File: config.mk
export PLATFORM = sky130hd
export DESIGN_NAME = rr_mux4_arbiter
export DESIGN_NICKNAME = d
export VERILOG_FILES = /design/src/rtl/rr_mux4_arbiter_pkg.sv /design/src/rtl/rr_mux4_arbiter_mux4.sv /design/src/rtl/rr_mux4_arbiter.sv
export SDC_FILE = /design/constraint.sdc
export NUM_CORES = 1
export LEC_CHECK = 0
export BUFFER_PORTS_ARGS = -buffer_cell sky130_fd_sc_hd__buf_2
export CAP_MARGIN = 5
export CORE_MARGIN = 2
export CORE_UTILIZATION = 40
export CTS_CLUSTER_DIAMETER = 40
export DETAILED_ROUTE_END_ITERATION = 16
export SLEW_MARGIN = 20
export SYNTH_ARGS = -nofsm -noshare
export SYNTH_HDL_FRONTEND = slang
export SYNTH_HIERARCHICAL = 1
export SYNTH_SLANG_ARGS = --single-unit
File: constraint.sdc
create_clock -name clk -period 1.7 [get_ports clk]
set_input_delay 0.17 -clock clk [delete_from_list [all_inputs] [get_ports clk]]
set_output_delay 0.17 -clock clk [all_outputs]
set_load 0.02 [all_outputs]
File: src/rtl/rr_mux4_arbiter_pkg.sv
// Shared encodings for the round-robin 4:1 mux arbiter.
package rr_mux4_arbiter_pkg;

   typedef enum logic {
      ST_IDLE = 1'b0,
      ST_BUSY = 1'b1
   } state_e;

   localparam logic [1:0] REQ_A = 2'd0;
   localparam logic [1:0] REQ_B = 2'd1;
   localparam logic [1:0] REQ_C = 2'd2;
   localparam logic [1:0] REQ_D = 2'd3;

endpackage

File: src/rtl/rr_mux4_arbiter_mux4.sv
// 4:1 data mux built from two levels of 2:1 stages.
module rr_mux4_arbiter_mux4 #(
   parameter int WIDTH = 1
) (
   input  logic [1:0]       sel_i,
   input  logic [WIDTH-1:0] d0_i,
   input  logic [WIDTH-1:0] d1_i,
   input  logic [WIDTH-1:0] d2_i,
   input  logic [WIDTH-1:0] d3_i,
   output logic [WIDTH-1:0] y_o
);

   logic [WIDTH-1:0] lo;
   logic [WIDTH-1:0] hi;

   // First level picks within each pair on sel[0]; second level picks the pair on sel[1].
   assign lo  = sel_i[0] ? d1_i : d0_i;
   assign hi  = sel_i[0] ? d3_i : d2_i;
   assign y_o = sel_i[1] ? hi : lo;

endmodule

File: src/rtl/rr_mux4_arbiter.sv
// Round-robin arbiter with hold limit driving the select of a shared 4:1 mux.
//
// state   | meaning
// ST_IDLE | no owner, grant = 0
// ST_BUSY | grant[sel] = 1, hold_q counts consecutive cycles of this grant
module rr_mux4_arbiter
   import rr_mux4_arbiter_pkg::*;
#(
   parameter int WIDTH    = 1,
   parameter int MAX_HOLD = 4
) (
   input  logic             clk,
   input  logic             rst,
   input  logic [3:0]       req,
   input  logic [WIDTH-1:0] a,
   input  logic [WIDTH-1:0] b,
   input  logic [WIDTH-1:0] c,
   input  logic [WIDTH-1:0] d,
   output logic [3:0]       grant,
   output logic [1:0]       sel,
   output logic [WIDTH-1:0] y,
   output logic             y_valid
);

   localparam int              HW        = (MAX_HOLD > 1) ? $clog2(MAX_HOLD) : 1;
   localparam logic [HW-1:0]   HOLD_LAST = HW'(MAX_HOLD - 1);

   state_e        state_q, state_d;
   logic [3:0]    grant_q, grant_d;
   logic [1:0]    sel_q, sel_d;
   logic [1:0]    last_q, last_d;
   logic [HW-1:0] hold_q, hold_d;
   logic          valid_q, valid_d;
   logic [2:0]    pick;
   logic          keep;

   // Returns {found, index}; search starts one past the last winner and wraps,
   // so the last winner itself is considered only when nobody else is asking.
   function automatic logic [2:0] rr_pick(input logic [3:0] r, input logic [1:0] last);
      logic [2:0] res;
      logic [1:0] idx;
      res = 3'b000;
      for (int i = 1; i <= 4; i++) begin
         idx = last + 2'(i);
         if (r[idx] && !res[2]) res = {1'b1, idx};
      end
      return res;
   endfunction

   // Next-state: keep the owner while it asks and is under the limit, otherwise re-arbitrate.
   always_comb begin
      state_d = state_q;
      grant_d = grant_q;
      sel_d   = sel_q;
      last_d  = last_q;
      hold_d  = hold_q;
      valid_d = valid_q;
      pick    = rr_pick(req, last_q);
      keep    = (state_q == ST_BUSY) && req[sel_q] && (hold_q != HOLD_LAST);
      if (keep) begin
         hold_d = hold_q + HW'(1);
      end else if (pick[2]) begin
         state_d = ST_BUSY;
         sel_d   = pick[1:0];
         last_d  = pick[1:0];
         grant_d = 4'(4'b0001 << pick[1:0]);
         hold_d  = '0;
         valid_d = 1'b1;
      end else begin
         // sel is left alone on the way to idle
         state_d = ST_IDLE;
         grant_d = 4'b0000;
         hold_d  = '0;
         valid_d = 1'b0;
      end
   end

   // State and registered outputs; synchronous reset wins over everything.
   always_ff @(posedge clk) begin
      if (rst) begin
         state_q <= ST_IDLE;
         grant_q <= 4'b0000;
         sel_q   <= REQ_A;
         last_q  <= REQ_D;
         hold_q  <= '0;
         valid_q <= 1'b0;
      end else begin
         state_q <= state_d;
         grant_q <= grant_d;
         sel_q   <= sel_d;
         last_q  <= last_d;
         hold_q  <= hold_d;
         valid_q <= valid_d;
      end
   end

   assign grant   = grant_q;
   assign sel     = sel_q;
   assign y_valid = valid_q;

   rr_mux4_arbiter_mux4 #(.WIDTH(WIDTH)) u_mux (
      .sel_i (sel_q),
      .d0_i  (a),
      .d1_i  (b),
      .d2_i  (c),
      .d3_i  (d),
      .y_o   (y)
   );

endmodule

# == Word-level counts from Yosys, hierarchy flattened ==
# Cells that the tools add are included.
# word_totals
reg_bits,11
latchBits,0
mem_bits_rw,0
rom_bits,0
inputBits,10
out_inout_bits,8
word_cells,46
memories,0
# op_classes
add_sub_neg,4
mul,0
div,0
n_lt_le_gt_ge,5
eq_ne,1
shift,1
muxes,19
bitwise_logic,1
reduce_logical,10
# ops
op,count
"less-than comparator 2 x 3 -> 1 bit, second input constant",5
2-to-1 mux 3 bit,4
binary-select mux 1 bit (select 2 bit),5
2-to-1 mux 1 bit,9
logical AND 1 bit,5
"adder 2 x 1 -> 2 bit, second input constant",2
"adder 2 bit, second input constant",2
2-to-1 mux 4 bit,1
"<< shifter 1 x 2 -> 4 bit, first input constant",1
logical NOT 1 bit,3
"inequality test 2 bit, second input constant",1
AND reduction 2 bit,1
OR reduction 2 bit,1
NOT 1 bit,1

# == Longest topological paths before layout ==
# Gate-level depths: netlist of run 1.
# depth
depth_word,15
depth_mapped,6
ltp_nobuf,6

# == Hierarchy ==
# The synthesis of run 1 kept the hierarchy.
# modules_own_cells
module,instances,cells_per_inst,area_per_inst_um2
rr_mux4_arbiter,1,63,569.3
rr_mux4_arbiter_mux4,1,1,22.5

# == Least setup slack after synthesis of run 1 ==
# No wires, ideal clock.
# synth_timing
kind,register -> register
startpoint,reg sel_q[0] (netlist: sel[0])
endpoint,reg last_q[0]
setup_ns,0.121
t_arrival_ns,1.485
required_ns,1.579
path_slack_ns,0.095
path_stages_with_launch,6
path_buffers,0
period_less_slack_ns,1.605
cell_sequence,dfxtp_1 > mux2i_1 > o22ai_4 > or2_1 > nor2_1 > o21bai_1
# synth_via
elab_chain_len,6
# synth_rtl
element,line_no,text
"start, declared",rr_mux4_arbiter.sv:30,"logic [1:0] sel_q, sel_d;"
"start signal, assigned",rr_mux4_arbiter.sv:90,sel_q <= sel_d;
binary-select mux 1 bit (select 2 bit),rr_mux4_arbiter.sv:59,keep = (state_q == ST_BUSY) && req[sel_q] && (hold_q != HOLD_LAST);
2-to-1 mux 1 bit (implied by the code),rr_mux4_arbiter.sv:59,
logical AND 1 bit (2 in a row),rr_mux4_arbiter.sv:59,
NOT 1 bit (no source line),-,
AND reduction 2 bit (no source line),-,
"end signal, assigned",rr_mux4_arbiter.sv:91,last_q <= last_d;
"end, declared",rr_mux4_arbiter.sv:31,"logic [1:0] last_q, last_d;"
# Every way passes these cells. The select of a mux whose other input is x is not followed.
# A chain may end at the register's enable or synchronous reset.

# == Worst setup path after layout of run 1 ==
# layout_timing
startpoint,reg sel_q[0] (netlist: sel[0])
endpoint,out y
# layout_via
elab_chain_len,2
word_cells_on_any_way,3
cone_classes,mux: 3
# layout_rtl
element,line_no,text
"2-to-1 mux 1 bit, on equally long branches","rr_mux4_arbiter_mux4.sv:17, rr_mux4_arbiter_mux4.sv:18",
2-to-1 mux 1 bit (*),rr_mux4_arbiter_mux4.sv:19,assign y_o = sel_i[1] ? hi : lo;
"end, declared",rr_mux4_arbiter.sv:21,"output logic [WIDTH-1:0] y,"
# Every way passes the cells marked *; elsewhere a longest branch is shown, timed or not.

==> impl_results.md, run 1 <==
- Worst clock skew: 0.00289 ns
- Period utilization: 93.8%
- Metal3 WL: 89 µm
- Hold Fails Final Rpt: 0
- Worst path slowest cell: mux4_2
- Mapped Nets: 75
- Relative max-transition margin: 66.3%
- Area of the core: 0.00133 mm²
- DR pass1 iterations: 4
- Reg2reg start: hold_q[0]
- Mapped Avg Cell Area: 9.25 µm²
- Post-Synth XOR/XNOR Area: 0%
- Yosys reg bits: 11
- Static Leak: 0.323 nW
- H-Tree Depth: 1
- CTS tree: yes
- Path depth of the worst reg2reg path: 6
- Critical Path Sink Type: primary output
- Number of core rows: 13
- HPWL after detailed placement: 909 µm
- Setup violators final: 0
- Slew @ Worst Pin: 0.501 ns
- Filler cells: 131
- Wl on met1: 606 µm
- Bufs and invs on worst path: 2
- Synth Area in Simple Gates: 25.2%
- Clock latency on the worst-skew pair: 0.28 ns
- Initial DRC Count: 13
- Vias per Instance: 5.42
- Number of global-route vias before repair: 469
- Worst Setup Path Type: reg -> out
- Number of synthesized flops with an enable pin: 0
- Met2 wire len: 482 µm
- Post-Synth Adder-Cell Area: 2.11%
- Buffers on Ports: 17
- Crit path max-delay family: multiplexers
- Largest net degree at the start of global routing: 12
- DR top layer: met4
- Vias: 537
- Yosys warnings: 6
- Antenna violations before repair: 0
- Outcome: finished, final reports clean
- Post-Syn Area: 592 µm²
- Min-delay src: rst
- Type of origin of the critical path: register
- PwrDens: 1010 mW/mm²
- Clk sink count: 11
- Share of layout cells above drive strength 1: 36.9%
- Die ar.: 0.00180 mm²
- Hold depth: 2
- Post-CTS setup buffers: 0
- # DRC: 0
- Seq/Total Area, Yosys: 37.2%
- Hold Path Class: in -> reg
- Sum Neg Setup Slack: 0 ns
- Floorplan die width: 42.5 µm
- RSZ-0062 raised after global routing: false
- WP data required: 1.53 ns
- Clk root buf: clkbuf_4
- FF-to-FF setup slack: 0.13 ns
- Ports: 18
- Biggest area consumer among synthesized cells: dfxtp_1
- Avg WL per Cell: 12.3 µm
- Combinational family with the most area after synthesis: simple AND/OR/NAND/NOR gates
- Clock Path Buffers: 2
- Pre-CTS WS: 0.145 ns
- Achievable Freq: 627 MHz
- First-pass GRT wire length: 2.06 mm
- Post-DRT Antenna Nets: 0
- Post-synthesis compound-gate area fraction: 24.5%
- Reg2Reg Capture Point: sel[0]
- Total Nets Final: 96
- Post-synth top flop: dfxtp_1
- Maxcap violations: 0
- CP Max Fanout: 3
- Worst path cell trace: buf_4, mux4_2, buf_2
- Peak supply drop: 0.507 mV
- CTS clk-pin slew, worst paths: 0.07 ns
- Yosys cell types: 30
- Max stage delay on crit path: 0.47 ns
- CTS buffer count: 3
- Crit path time final: 1.59 ns
- Layout area overhead: 22.8%
- Hold worst-path end: sel[0]
- Synth Instances: 64
- CP arrival: 1.42 ns
- Asr flop ratio synth: 0%
- Antenna fix cells: 0
- Post-synthesis mux area share: 7.82%
- Setup ws final: 0.106 ns
- Tot GR Track Use: 15.4%
- Die H: 42.5 µm
- GRT Residual Overflow: 0
- Top-area cell type share of the netlist area: 37.2%
- Starting Density: 44.4%
- GP Congestion: 0.791
- Final Slew Violations: 0
- Total Wirelength: 1.21 mm
- Synth cell count leaders: 11 x dfxtp_1, 11 x nor2_1, 7 x a21oi_1, 4 x nand2_1, 3 x inv_1
- Ranking of synthesized cells by area: dfxtp_1 37%, nor2_1 7.0%, a21oi_1 5.9%
[worst reg2reg max path, delay by kind of cell (launching register included)]
kind | cells | cell delay, ns
DFF | 1 | 0.32
adders and majority gates | 1 | 0.20
and+or+nand+nor | 4 | 0.76
AOI/OAI and AO/OA | 1 | 0.23
[cell type report]
cell class	count	area [µm²]	share of cell area [%]
Multi-Input combinational cell	48	357	49.1
Sequential cell	11	221	30.5
Timing Repair Buffer	18	92.6	12.7
Clock buffer	4	26.3	3.61
Tap cell	15	18.8	2.58
Inverter	3	11.3	1.55
[placed cells by master (no fill, tap or decap), drive strengths merged, types with 2 or more instances in the layout]
cell type   n
buf        18
nor2       11
nand2       4
o22ai       2
dfxtp      11
mux2i       2
inv         3
o21ai       2
nand2b      3
clkbuf      4
a21oi       7
nor3        2
[state kept, by name, indices dropped and copies added (netlist names)]
register and cells:
grant 4, hold_q 2, last_q 2, sel 2
y_valid 1
[how the worst max path moves through the flow]
| stage | start | end | slack, ns | cells past startpoint |
|---|---|---|---|---|
| global placement | hold_q[0] | grant[1] | 0.13 | 6 |
| finish | sel[0] | y | 0.11 | 3 |
| floorplan | sel[0] | last_q[0] | 0.09 | 5 |
| global route | hold_q[0] | last_q[0] | 0.02 | 6 |
| CTS | sel[0] | y | 0.05 | 3 |
| detailed placement | hold_q[0] | grant[1] | 0.14 | 6 |
[metrics by stage]
| stage | hold WS (ns) | cell area [µm²] | utilization [%] | cells | total power [mW] |
|---|---|---|---|---|---|
| floorplan | 0.273 | 592 | - | 64 | 0.483 |
| global route | 0.208 | 727 | 54.5 | 99 | 0.778 |
| detailed placement | 0.426 | 696 | 52.2 | 95 | 0.550 |
| global placement | 0.415 | 696 | 52.2 | 95 | 0.552 |
| finish | 0.199 | 727 | 54.5 | 99 | 0.733 |
| CTS | 0.201 | 722 | 54.1 | 99 | 0.735 |
[kinds of logic (layout without fill, tap and decap cells)]
logic type      after synthesis  count (layout)
simple gates                 27              27
compound gates               17              17
flops                        11              11
buf+inv                       5              25
mux                           3               3
fa+ha+maj                     1               1
[per-layer routing]
| layer | track usage [%] | vias up |
|---|---|---|
| met5 | 0 | - |
| met4 | 11.3 | 0 |
| met3 | 3.45 | 5 |
| met2 | 19.7 | 18 |
| met1 | 21.9 | 242 |
| li1 | - | 272 |
[where the power goes]
group / switching, mW / internal (mW)
sequential: 0.0296 / 0.287
clock: 0.0929 / 0.0912
combinational: 0.126 / 0.106
[timing repair]
item | 4_1_cts | 5_1_grt
setup endpoints to repair | 0 | 1
hold endpoints to repair | 0 | 0
gates resized for setup | 0 | 2
hold buffers | 0 | 0
Power figures use the tool's default switching activity.
==> run 2, diff against run 1 <==
--- a/config.mk
+++ b/config.mk
@@ -11,6 +11,7 @@
 export CORE_UTILIZATION = 40
 export CTS_CLUSTER_DIAMETER = 40
 export DETAILED_ROUTE_END_ITERATION = 16
+export REMOVE_ABC_BUFFERS = 1
 export SLEW_MARGIN = 20
 export SYNTH_ARGS = -nofsm -noshare
 export SYNTH_HDL_FRONTEND = slang
==> run 2 against run 1 <==
Effect of this change:
- die area unchanged
- critical endpoint unchanged
- sequential power about the same
- clock power down 4%
- via count down 0.19%
- combinational power about the same
- cell area up 0.34%
- critical path depth unchanged
- critical path type unchanged
- largest cell class unchanged
- clock skew up 0.0035 ns
- clock-buffer cell count unchanged
- highest routed layer unchanged
- non-clock buffer count up 1
- worst setup slack worse by 0.032 ns
- worst hold slack better by 0.0091 ns
==> impl_results.md, run 2 (synthesized netlist as in run 1, its figures left out) <==
- Critical Path Sink Type: primary output
- Slew @ Worst Pin: 0.426 ns
- Setup violators final: 0
- Worst Setup Path Type: reg -> out
- Clk root buf: clkbuf_4
- Clk sink count: 11
- Path depth of the worst reg2reg path: 6
- Worst clock skew: 0.00643 ns
- Achievable Freq: 615 MHz
- Pre-CTS WS: 0.137 ns
- Crit path time final: 1.63 ns
- Design Area, Final: 729 µm²
- Final core utilization: 54.7%
- Outcome: finished, final reports clean
- Number of global-route vias before repair: 493
- Dpl cell area: 696 µm²
- RSZ-0062 raised after global routing: false
- Period utilization: 95.7%
- Die H: 42.5 µm
- Relative max-transition margin: 71.3%
- CTS Hold Bufs: 0
- # DRC: 0
- FF-to-FF setup slack: 0.16 ns
- Ports: 18
- Worst path cell trace: buf_4, mux4_2, buf_2
- Peak supply drop: 0.689 mV
- Multi-input gate area: 353 µm²
- Clock Path Buffers: 2
- Setup ws final: 0.0739 ns
- Area of the core: 0.00133 mm²
- Most frequent cells in the layout: 17 x buf_2, 11 x nor2_1, 11 x dfxtp_1
- First-pass GRT wire length: 2.08 mm
- Vias: 536
- Tot GR Track Use: 15.0%
- Die ar.: 0.00180 mm²
- Worst path slowest cell: mux4_2
- Antenna violations before repair: 0
- PwrDens: 992 mW/mm²
- Final Slew Violations: 0
- H-Tree Depth: 1
- Max reg flops: 4
- CP Max Fanout: 3
- Initial DRC Count: 11
- DR pass1 iterations: 4
- Max stage delay on crit path: 0.48 ns
- WP data required: 1.53 ns
- FF+latch area: 220 µm²
- Filler cells: 128
- HPWL after detailed placement: 912 µm
- Hold depth: 2
- Maxcap violations: 0
- CP arrival: 1.46 ns
- Largest net degree at the start of global routing: 12
- GP Congestion: 0.784
- CTS buffer count: 3
- Starting Density: 44.4%
- Clock latency on the worst-skew pair: 0.26 ns
- Buffers on Ports: 17
- Static Leak: 0.327 nW
- Min-delay src: rst
- CTS clk-pin slew, worst paths: 0.07 ns
- Hold Fails Final Rpt: 0
- Floorplan die width: 42.5 µm
- Type of origin of the critical path: register
- Vias per Instance: 5.36
- Number of core rows: 13
- Hold Path Class: in -> reg
- GRT Residual Overflow: 0
- Total Nets Final: 97
- Post-DRT Antenna Nets: 0
- Layout area overhead: 23.3%
- Reg2Reg Capture Point: last_q[0]
- Antenna fix cells: 0
- Total Wirelength: 1.21 mm
- Sum Neg Setup Slack: 0 ns
- CTS tree: yes
- Commonest non-fill, non-tap cell in the layout: buf_2
- Avg WL per Cell: 12.1 µm
- Reg2reg start: hold_q[0]
- Share of layout cells above drive strength 1: 35.3%
- Hold worst-path end: grant[0]
[run 2: worst max-delay path: cells and delay by family (launching register included)]
family	cells	cell delay, ns
flip-flops	1	0.39
multiplexers	1	0.48
buffers and inverters	2	0.32
[run 2: timing repair]
item,4_1_cts,5_1_grt
gates resized for setup,0,0
endpoints found under the setup margin,0,2
setup buffers,0,1
[run 2: routing by layer]
metal,routed length (µm),part of all wire (%),track usage [%],vias to the layer above
met4,17,1.4,7.50,0
li1,-,-,-,272
met2,528,44,21.5,18
met3,89,7.4,4.74,2
met1,574,47,20.1,244
met5,0,0,0,-
[run 2: final cells by class]
| type | count | area share [%] |
|---|---|---|
| clock buffer | 4 | 3.60 |
| multi-input combinational | 48 | 48.4 |
| inverter | 3 | 1.54 |
| sequential | 11 | 30.2 |
| tap | 15 | 2.57 |
| timing repair buffer | 19 | 13.7 |
[run 2: worst max path at each step]
stage,start,endpoint,slack (ns),cells past startpoint
2_1_floorplan,sel[0],last_q[0],0.09,5
3_3_place_gp,hold_q[0],grant[1],0.15,6
3_5_place_dp,hold_q[0],last_q[0],0.14,6
4_1_cts,sel[0],y,0.06,3
5_1_grt,hold_q[0],last_q[0],0.01,6
6_report,sel[0],y,0.07,3
[run 2: through the flow]
stage                     hold WS [ns]  cells  power (mW)
after floorplan                  0.239     62       0.478
after global placement           0.416     95       0.551
after detailed placement         0.429     95       0.550
after CTS                        0.206     99       0.727
after global routing             0.218    100       0.767
final                            0.208    100       0.724
[run 2: where the power goes]
group | switching (mW) | internal (mW) | total, mW
sequential | 0.0291 | 0.286 | 0.315
combinational | 0.125 | 0.108 | 0.233
clock | 0.0850 | 0.0906 | 0.176
total | 0.239 | 0.485 | 0.724
==> run 3, diff against run 2 <==
--- a/config.mk
+++ b/config.mk
@@ -7,12 +7,15 @@
 export LEC_CHECK = 0
 export BUFFER_PORTS_ARGS = -buffer_cell sky130_fd_sc_hd__buf_2
 export CAP_MARGIN = 5
+export CELL_PAD_IN_SITES_DETAIL_PLACEMENT = 0
+export CELL_PAD_IN_SITES_GLOBAL_PLACEMENT = 1
 export CORE_MARGIN = 2
-export CORE_UTILIZATION = 40
+export CORE_UTILIZATION = 35
 export CTS_CLUSTER_DIAMETER = 40
+export CTS_CLUSTER_SIZE = 40
 export DETAILED_ROUTE_END_ITERATION = 16
+export PLACE_DENSITY_LB_ADDON = 0.1
 export REMOVE_ABC_BUFFERS = 1
-export SLEW_MARGIN = 20
 export SYNTH_ARGS = -nofsm -noshare
 export SYNTH_HDL_FRONTEND = slang
 export SYNTH_HIERARCHICAL = 1
==> run 3 against run 2 <==
Effect of this change:
- fmax is 0.78% higher
- first-iteration DRC count fell by 82%
- register-to-register slack got worse by 0.05 ns
- largest cell class unchanged
- global-route usage down 1.1 points
- die area grew 13%
- sequential power hardly changed
- clock power is essentially flat
- total power shrank 1.2%
- worst hold slack improved by 0.0037 ns
- clock-buffer cell count unchanged
- combinational power shrank 2%
==> impl_results.md, run 3 (synthesized netlist as in run 1, its figures left out) <==
- Setup violators final: 0
- Wl on met1: 590 µm
- CTS Hold Bufs: 0
- Antenna violations before repair: 0
- Total Nets Final: 96
- Resize count post-CTS: 0
- Post-DRT Antenna Nets: 0
- CP Max Fanout: 3
- Maxcap violations: 0
- Number of core rows: 14
- First-pass GRT wire length: 2.02 mm
- Layout area overhead: 22.2%
- Hold_ws: 0.212 ns
- Ports: 18
- Total Wirelength: 1.20 mm
- Buffers on Ports: 17
- Critical Path Sink Type: primary output
- CTS clk-pin slew, worst paths: 0.07 ns
- Max reg flops: 4
- GRT Residual Overflow: 0
- Final Slew Violations: 0
- Die ar.: 0.00204 mm²
- Starting Density: 38.4%
- # DRC: 0
- WP data required: 1.53 ns
- Design Area, Final: 723 µm²
- Clk root buf: clkbuf_4
- Relative max-transition margin: 68.8%
- Crit path time final: 1.61 ns
- Max stage delay on crit path: 0.47 ns
- Most frequent cells in the layout: 17 x buf_2, 11 x nor2_1, 11 x dfxtp_1
- Period utilization: 94.9%
- DR pass1 iterations: 4
- Worst path cell trace: buf_4, mux4_2, buf_2
- H-Tree Depth: 1
- Worst Setup Path Type: reg -> out
- Worst path slowest cell: mux4_2
- DR top layer: met4
- Type of origin of the critical path: register
- Vias per Instance: 5.28
- GP Congestion: 0.738
- Number of global-route vias before repair: 491
- Dpl cell area: 697 µm²
- Metal3 WL: 79 µm
- Clock Path Buffers: 2
- Final core utilization: 46.9%
- Slew @ Worst Pin: 0.463 ns
- Clock latency on the worst-skew pair: 0.26 ns
- Outcome: finished, final reports clean
- Commonest non-fill, non-tap cell in the layout: buf_2
- CP arrival: 1.44 ns
- Total power: 0.715 mW
- Share of layout cells above drive strength 1: 34.5%
- CTS buffer count: 3
- RSZ-0062 raised after global routing: false
- Worst clock skew: 0.00120 ns
- Peak supply drop: 0.481 mV
- Sum Neg Setup Slack: 0 ns
- Area of the core: 0.00154 mm²
- CTS tree: yes
- Antenna fix cells: 0
- Hold Path Class: in -> reg
- Vias: 528
- Tot GR Track Use: 13.9%
- Floorplan die width: 45.1 µm
- Achievable Freq: 620 MHz
- Die H: 45.1 µm
- Clk sink count: 11
- Static Leak: 0.322 nW
- Initial DRC Count: 2
- Post-CTS setup buffers: 0
- Met2 wire len: 517 µm
- Largest net degree at the start of global routing: 12
- Hold Fails Final Rpt: 0
- Avg WL per Cell: 12.0 µm
- PwrDens: 989 mW/mm²
- HPWL after detailed placement: 929 µm
-- run 3: stage by stage --
| step | setup WS [ns] | instances |
|---|---|---|
| 4_1_cts | 0.0687 | 100 |
| 3_3_place_gp | 0.131 | 96 |
| 5_1_grt | 0.0163 | 100 |
| 3_5_place_dp | 0.114 | 96 |
| 2_1_floorplan | 0.0948 | 62 |
| 6_report | 0.0865 | 100 |
-- run 3: routing by layer --
layer | GRT usage [%] | vias up
li1 | - | 271
met1 | 18.2 | 239
met2 | 19.7 | 16
met3 | 4.00 | 2
met4 | 8.82 | 0
met5 | 0 | -
-- run 3: final cells by class --
| type | count | area, µm² |
|---|---|---|
| repair buffers | 18 | 92.6 |
| well taps | 16 | 20.0 |
| multi-input cells | 48 | 353 |
| fillers | 155 | 818 |
| inverters | 3 | 11.3 |
| clock buffers | 4 | 26.3 |
| flip-flops and latches | 11 | 220 |
-- run 3: path summary, 6_finish.rpt --
check        slack (ns)      start  cells after the start   endpoint
max                0.09     sel[0]                      3          y
max reg2reg        0.11  hold_q[0]                      6     sel[0]
min                0.21        rst                      2   grant[2]
min reg2reg        0.44  hold_q[0]                      1  hold_q[0]
-- run 3: where the power goes --
| group | internal, mW | total, mW | switching (mW) |
|---|---|---|---|
| clock | 0.0907 | 0.173 | 0.0819 |
| sequential | 0.286 | 0.315 | 0.0286 |
| combinational | 0.104 | 0.228 | 0.124 |
| total | 0.481 | 0.715 | 0.234 |
-- run 3: worst max-delay path: cells and delay by family (launching register included) --
| family | cells | cell delay, ns |
|---|---|---|
| flip-flops | 1 | 0.39 |
| buffers and inverters | 2 | 0.32 |
| multiplexers | 1 | 0.47 |
